### config.mk
export PLATFORM = sky130hd
export DESIGN_NAME = uart_rx_sampler
export DESIGN_NICKNAME = d
export VERILOG_FILES = /design/src/rtl/uart_rx_sampler.sv
export SDC_FILE = /design/constraint.sdc
export NUM_CORES = 1
export LEC_CHECK = 0
export BUFFER_PORTS_ARGS = -buffer_cell sky130_fd_sc_hd__buf_4
export CAP_MARGIN = 20
export CORE_AREA = 2 2 54 56
export CTS_CLUSTER_SIZE = 20
export DETAILED_ROUTE_END_ITERATION = 16
export DIE_AREA = 0 0 56 58
export GPL_TIMING_DRIVEN = 0
export PLACE_DENSITY = 0.7
export SYNTH_ARGS = -nofsm -noshare
export SYNTH_HDL_FRONTEND = slang
export SYNTH_SLANG_ARGS = --single-unit
export TNS_END_PERCENT = 1
### constraint.sdc
create_clock -name clk -period 1.7 [get_ports clk]
set_input_delay 0.085 -clock clk [delete_from_list [all_inputs] [get_ports clk]]
set_output_delay 0.085 -clock clk [all_outputs]
set_load 0.01 [all_outputs]
### src/rtl/uart_rx_sampler.sv
// Oversampling UART receiver: a 2-flop synchronizer feeds a start/data/stop FSM.
// The FSM deserializes LSB-first frames and pulses rx_done_tick once per byte.
`timescale 1ns/1ps
module uart_rx_sampler #(
  parameter int DBIT    = 8,
  parameter int SB_TICK = 16,
  parameter int OSR     = 16
) (
  input  logic            clk,
  input  logic            reset,
  input  logic            s_tick,
  input  logic            rx,
  output logic            rx_done_tick,
  output logic [DBIT-1:0] dout,
  output logic            frame_err,
  output logic            busy
);

  localparam int SMAX = (OSR > SB_TICK) ? OSR : SB_TICK;
  localparam int SW   = $clog2(SMAX);
  localparam int NW   = (DBIT > 1) ? $clog2(DBIT) : 1;

  localparam logic [SW-1:0] S_HALF = SW'(OSR / 2 - 1);
  localparam logic [SW-1:0] S_BIT  = SW'(OSR - 1);
  localparam logic [SW-1:0] S_STOP = SW'(SB_TICK - 1);
  localparam logic [NW-1:0] N_LAST = NW'(DBIT - 1);

  typedef enum logic [1:0] {IDLE, START, DATA, STOP} state_t;

  state_t            r_state, w_state_next;
  logic              r_rx_meta, r_rx_s;
  logic [SW-1:0]     r_s, w_s_next;
  logic [NW-1:0]     r_n, w_n_next;
  logic [DBIT-1:0]   r_b, w_b_next;
  logic [DBIT-1:0]   r_dout, w_dout_next;
  logic              r_frame_err, w_frame_err_next;
  logic              r_done, w_done_next;

  always_ff @(posedge clk) begin
    if (reset) begin
      r_rx_meta   <= 1'b1;
      r_rx_s      <= 1'b1;
      r_state     <= IDLE;
      r_s         <= '0;
      r_n         <= '0;
      r_b         <= '0;
      r_dout      <= '0;
      r_frame_err <= 1'b0;
      r_done      <= 1'b0;
    end else begin
      r_rx_meta   <= rx;
      r_rx_s      <= r_rx_meta;
      r_state     <= w_state_next;
      r_s         <= w_s_next;
      r_n         <= w_n_next;
      r_b         <= w_b_next;
      r_dout      <= w_dout_next;
      r_frame_err <= w_frame_err_next;
      r_done      <= w_done_next;
    end
  end

  always_comb begin
    w_state_next     = r_state;
    w_s_next         = r_s;
    w_n_next         = r_n;
    w_b_next         = r_b;
    w_dout_next      = r_dout;
    w_frame_err_next = r_frame_err;
    w_done_next      = 1'b0;
    case (r_state)
      IDLE: begin
        // Start edge is taken on any clock, not just on a tick.
        if (!r_rx_s) begin
          w_state_next = START;
          w_s_next     = '0;
        end
      end
      START: begin
        if (s_tick) begin
          if (r_s == S_HALF) begin
            if (!r_rx_s) begin
              w_state_next = DATA;
              w_s_next     = '0;
              w_n_next     = '0;
            end else begin
              w_state_next = IDLE;
            end
          end else begin
            w_s_next = r_s + 1'b1;
          end
        end
      end
      DATA: begin
        if (s_tick) begin
          if (r_s == S_BIT) begin
            w_s_next = '0;
            w_b_next = {r_rx_s, r_b[DBIT-1:1]};
            if (r_n == N_LAST) begin
              w_state_next = STOP;
            end else begin
              w_n_next = r_n + 1'b1;
            end
          end else begin
            w_s_next = r_s + 1'b1;
          end
        end
      end
      STOP: begin
        if (s_tick) begin
          // A low stop sample still completes the frame, flagged as an error.
          if (r_s == S_STOP) begin
            w_dout_next      = r_b;
            w_frame_err_next = ~r_rx_s;
            w_done_next      = 1'b1;
            w_state_next     = IDLE;
          end else begin
            w_s_next = r_s + 1'b1;
          end
        end
      end
      default: w_state_next = IDLE;
    endcase
  end

  assign rx_done_tick = r_done;
  assign dout         = r_dout;
  assign frame_err    = r_frame_err;
  assign busy         = (r_state != IDLE);

endmodule

After elaboration in Yosys (flattened, before gate mapping)
Index checks and enable logic that the tools add are counted.

operators by class
  eq/ne operators = 17
  multiplexer cells = 26
  reduce and logical (&&, ||, !) cells = 9
  bitwise gates (word level) = 3
  $add $sub $neg = 2

operator list
  kind                   count
  $mux W4                7
  $ne A2 B2 Y1 const B   11
  $mux W2                9
  $mux W3                6
  $pmux W4 S4            1
  $pmux W2 S4            1
  $reduce_and A8 Y1      1
  $reduce_and A7 Y1      1
  $pmux W3 S2            1
  $reduce_and A3 Y1      2
  $add A4 B1 Y4 const B  1
  $eq A2 B2 Y1 const B   2
  $eq A4 B3 Y1 const B   1
  $eq A4 B4 Y1 const B   1
  $reduce_and A4 Y1      1
  $reduce_bool A2 Y1     2
  $add A3 B1 Y3 const B  1
  $eq A3 B3 Y1 const B   1
  $not A1 Y1             3
  $reduce_or A3 Y1       1
  $eq A2 B1 Y1 const B   1
  $logic_not A2 Y1       1
  $mux W1                1

storage, ports and cells
  bits of input ports = 4
  bits in registers = 29
  output and inout bits = 11

Depth between registers and ports, before layout
  depth in word-level cells = 5
  depth in mapped cells = 6
  depth with buffers taken out = 6

Worst setup path before layout
No wires, ideal clock.

  path kind = register -> register
  from = register r_n[0]
  to = register r_n[0]
  arrival time = 1.647 ns
  cell stages (with the launch flop) = 7
  setup slack = -0.017 ns
  cell sequence = dfxtp_1 ha_1 ha_1 and4bb_1 o21ai_2 or4b_1 a21oi_1

between the ends
  longest elaborated chain between the ends = 5

ends and longest elaborated chain
  what                    RTL line  RTL
  from (decl)             33        logic [NW-1:0] r_n, w_n_next;
  from (signal assigned)  55        r_n <= w_n_next;
  $add A3 B1 Y3           102       w_n_next = r_n + 1'b1;
  $mux W3                 99        if (r_n == N_LAST) begin
  $mux W3                 96        if (r_s == S_BIT) begin
  $mux W3                 95        if (s_tick) begin
  $pmux W3 S2             71        case (r_state)

Parallel ways exist; a longest one is shown, timed or not. The select of a mux whose other input is x is not followed.
A chain may end at the register's enable or synchronous reset.

Worst setup path in the final report
Ends and elaborated chain as after synthesis.

==> flow_summary.json <==
{
  "p_sw_share_pct": 22.66,
  "vias_per_cell": 5.393,
  "grt-ovfl-total": 0,
  "grt_usage_pct": 16.50,
  "crit_path_max_incr_delay_ns": 0.46,
  "critPathKind": "reg2reg",
  "first_pass_iters": 4,
  "synth-edff-count": 0,
  "yosys_most_used_dff": "dfxtp_1",
  "post-route-drc-count": 0,
  "fp.dieW_um": 56,
  "path_cells": "ha_4, ha_4, and4bb_1, o21ai_2, or4b_1, a21oi_1",
  "ys_seq_area_share_pct": 45.99,
  "fmaxAchievable_ghz": 0.6061,
  "cp-end-kind": "flip-flop",
  "worstPathArrival_ns": 1.91,
  "core_um2": 2663,
  "synth_nets": 135,
  "clkPwrFrac_pct": 36.6,
  "floorplan.initialDensity_pct": 47.42,
  "wl_um": 2417,
  "worstPathMaxFanout": 2,
  "internal_power_w": 0.0008985,
  "period_needed_ns": 1.650,
  "antennaDiodeCount": 0,
  "port_buffers": 14,
  "power_density_nw_per_um2": 754.3,
  "pre_cts_ws_ns": -0.1033,
  "tns_ns": 0,
  "grt_pass1_wl_um": 4167,
  "antenna_found_initial": 0,
  "syn_area_um2": 1262,
  "ioPinCount": 15,
  "synth-adder-area-share_pct": 2.973,
  "clk_pin_slew_ns": 0.10,
  "synthArstFlopShare_pct": 0,
  "dpl.hpwl_um": 1621,
  "cp_common_cell": "ha_4",
  "fin_nets": 159,
  "ir_drop_mv": 0.6140,
  "die-area_um2": 3248,
  "synthMuxAreaShare_pct": 15.16,
  "synth_seq_cells": 29,
  "worstPathRequired_ns": 1.97,
  "max_slew.worst_pin.slew_ns": 0.4922,
  "cts_max_level": 2,
  "min_path_type": "in2reg",
  "ys.warnings.count": 0,
  "die_h_um": 58,
  "cts_buffers": 5,
  "path_buf_inv": 0,
  "period_share_pct": 97.05,
  "synth_area_per_cell_um2": 9.863,
  "first_iter_violations": 18,
  "wl_per_cell_um": 13.21,
  "final_util_pct": 57.85,
  "cts_buffer_depth": 2,
  "area_growth_pct": 22.00,
  "synthTopCellsByArea": "dfxtp_1, mux2i_1, nor2_1",
  "synth_top_area_share_pct": 45.99,
  "cts_root_buffer": "clkbuf_4",
  "p_switching_w": 0.0002632,
  "clock-skew-final_ns": 0.01371,
  "post-place-cells": 173,
  "synthCells": 128,
  "drive_above_1_share_pct": 26.97,
  "synthSimpleGateAreaFrac_pct": 21.41,
  "pwr-share-comb_pct": 4.2,
  "synth_top_family_by_area": "simple AND/OR/NAND/NOR gates",
  "ys_types": 40,
  "clkLatencyLatePin_ns": 0.33,
  "cts.sink_count": 29,
  "vias": 987,
  "synth_compound_area_share_pct": 10.31,
  "p_leak_nw": 0.5624,
  "synth-xor-area-share_pct": 0.6938,
  "grt_pass1_vias": 904,
  "antenna_left": 0,
  "status": "completed",
  "timing.slew.headroom_pct": 67.18,
  "cp-start-kind": "flip-flop",
  "cp_top_family": "simple AND/OR/NAND/NOR gates",
  "finalHoldViolCount": 0,
  "fin_cells": 183,
  "layout_setup_ws_ns": 0.05023,
  "rows": 19,
  "place_congestion": 0.7798,
  "rsz0062_at_grt": "yes",
  "setup_viol": 0,
  "slew_violations": 0,
  "yosysTopAreaCell": "dfxtp_1",
  "grt_max_degree": 11,
  "seqPwrFrac_pct": 59.3,
  "cts_tree": "done",
  "maxCapViolations": 0,
  "critical-path-slowest-cell": "or4b_1",
  "placed_area_um2": 1406,
  "finalInstanceArea_um2": 1540
}
[state kept, by name (all words and copies together), names as in the netlist, 3 cells and up, named ones only]
| signal | count |
|---|---|
| dout | 8 |
| r_n | 3 |
| r_b | 8 |
| r_s | 4 |
[per-layer routing]
| metal | track usage (%) | wire, um | vias up |
|---|---|---|---|
| met3 | 6.920 | 152 | 5 |
| met5 | 0 | 0 | - |
| li1 | - | - | 496 |
| met1 | 21.26 | 1118 | 460 |
| met4 | 6.122 | 40 | 0 |
| met2 | 24.87 | 1107 | 26 |
[metrics by stage]
step                      total power, W  hold WS [ns]
after detailed placement       0.0007507        0.2760
final                           0.001162       0.04903
after CTS                       0.001173       0.05023
after floorplan                0.0007314        0.1888
after global routing            0.001206       0.06027
after global placement         0.0007492        0.2695
[power groups by stage]
stage          sequential (W)  clock [W]  combinational (W)
2_1_floorplan        0.000703          0          0.0000283
3_3_place_gp         0.000705          0          0.0000444
3_5_place_dp         0.000705          0          0.0000456
4_1_cts              0.000690   0.000435          0.0000478
5_1_grt              0.000690   0.000463          0.0000532
6_report             0.000689   0.000425          0.0000483
[path summary, 6_finish.rpt]
check,startpoint,end,slack (ns),cells after the start
worst min register to register,r_rx_meta,r_rx_s,0.42,1
worst max-delay path,r_n[0],r_n[0],0.05,6
worst min-delay path,reset,r_s[2],0.05,3
worst max register to register,r_n[0],r_n[0],0.05,6
[cell usage after synthesis (all sizes together) (2+ instances only)]
library cell  count
a211oi            2
a21oi             2
a31oi             2
and3b             2
buf               2
clkbuf            6
dfxtp            29
ha                3
mux2i            18
nand2             4
nand2b            2
nand3             3
nor2             24
o21ai             6
or2               2
[cell type report]
cell class,instances,area (um^2)
flip-flops and latches,29,588.1
fillers,241,1122
multi-input cells,90,679.4
plain buffers,8,45.04
clock buffers,7,55.05
repair buffers,17,130.1
well taps,31,38.79
inverters,1,3.754
[worst min-delay path, delay by kind of cell]
family          cells  cell delay, ns
compound gates      1            0.07
simple gates        1            0.09
buf+inv             1            0.09
[placed cells by master (no fill, tap or decap), types with 4 or more instances in the layout]
cell type / count
buf_4: 17
o21ai_0: 5
dfxtp_1: 25
clkbuf_4: 5
nor2_1: 23
clkbuf_1: 4
mux2i_1: 18
nand2_1: 4
[cells by family (layout without fill, tap and decap cells)]
logic type      count (synthesis)  after routing
compound gates                 19             19
buf+inv                         9             33
flops                          29             29
simple gates                   48             48
fa+ha+maj                       3              3
mux                            19             19
xor+xnor                        1              1
[repair_timing]
action	CTS	global route
setup buffers	2	0
endpoints found under the hold margin	1	0
setup endpoints to repair	9	19
hold buffers	1	0
gates resized for setup	6	11
pin swaps	4	2
Power figures use the tool's default switching activity.
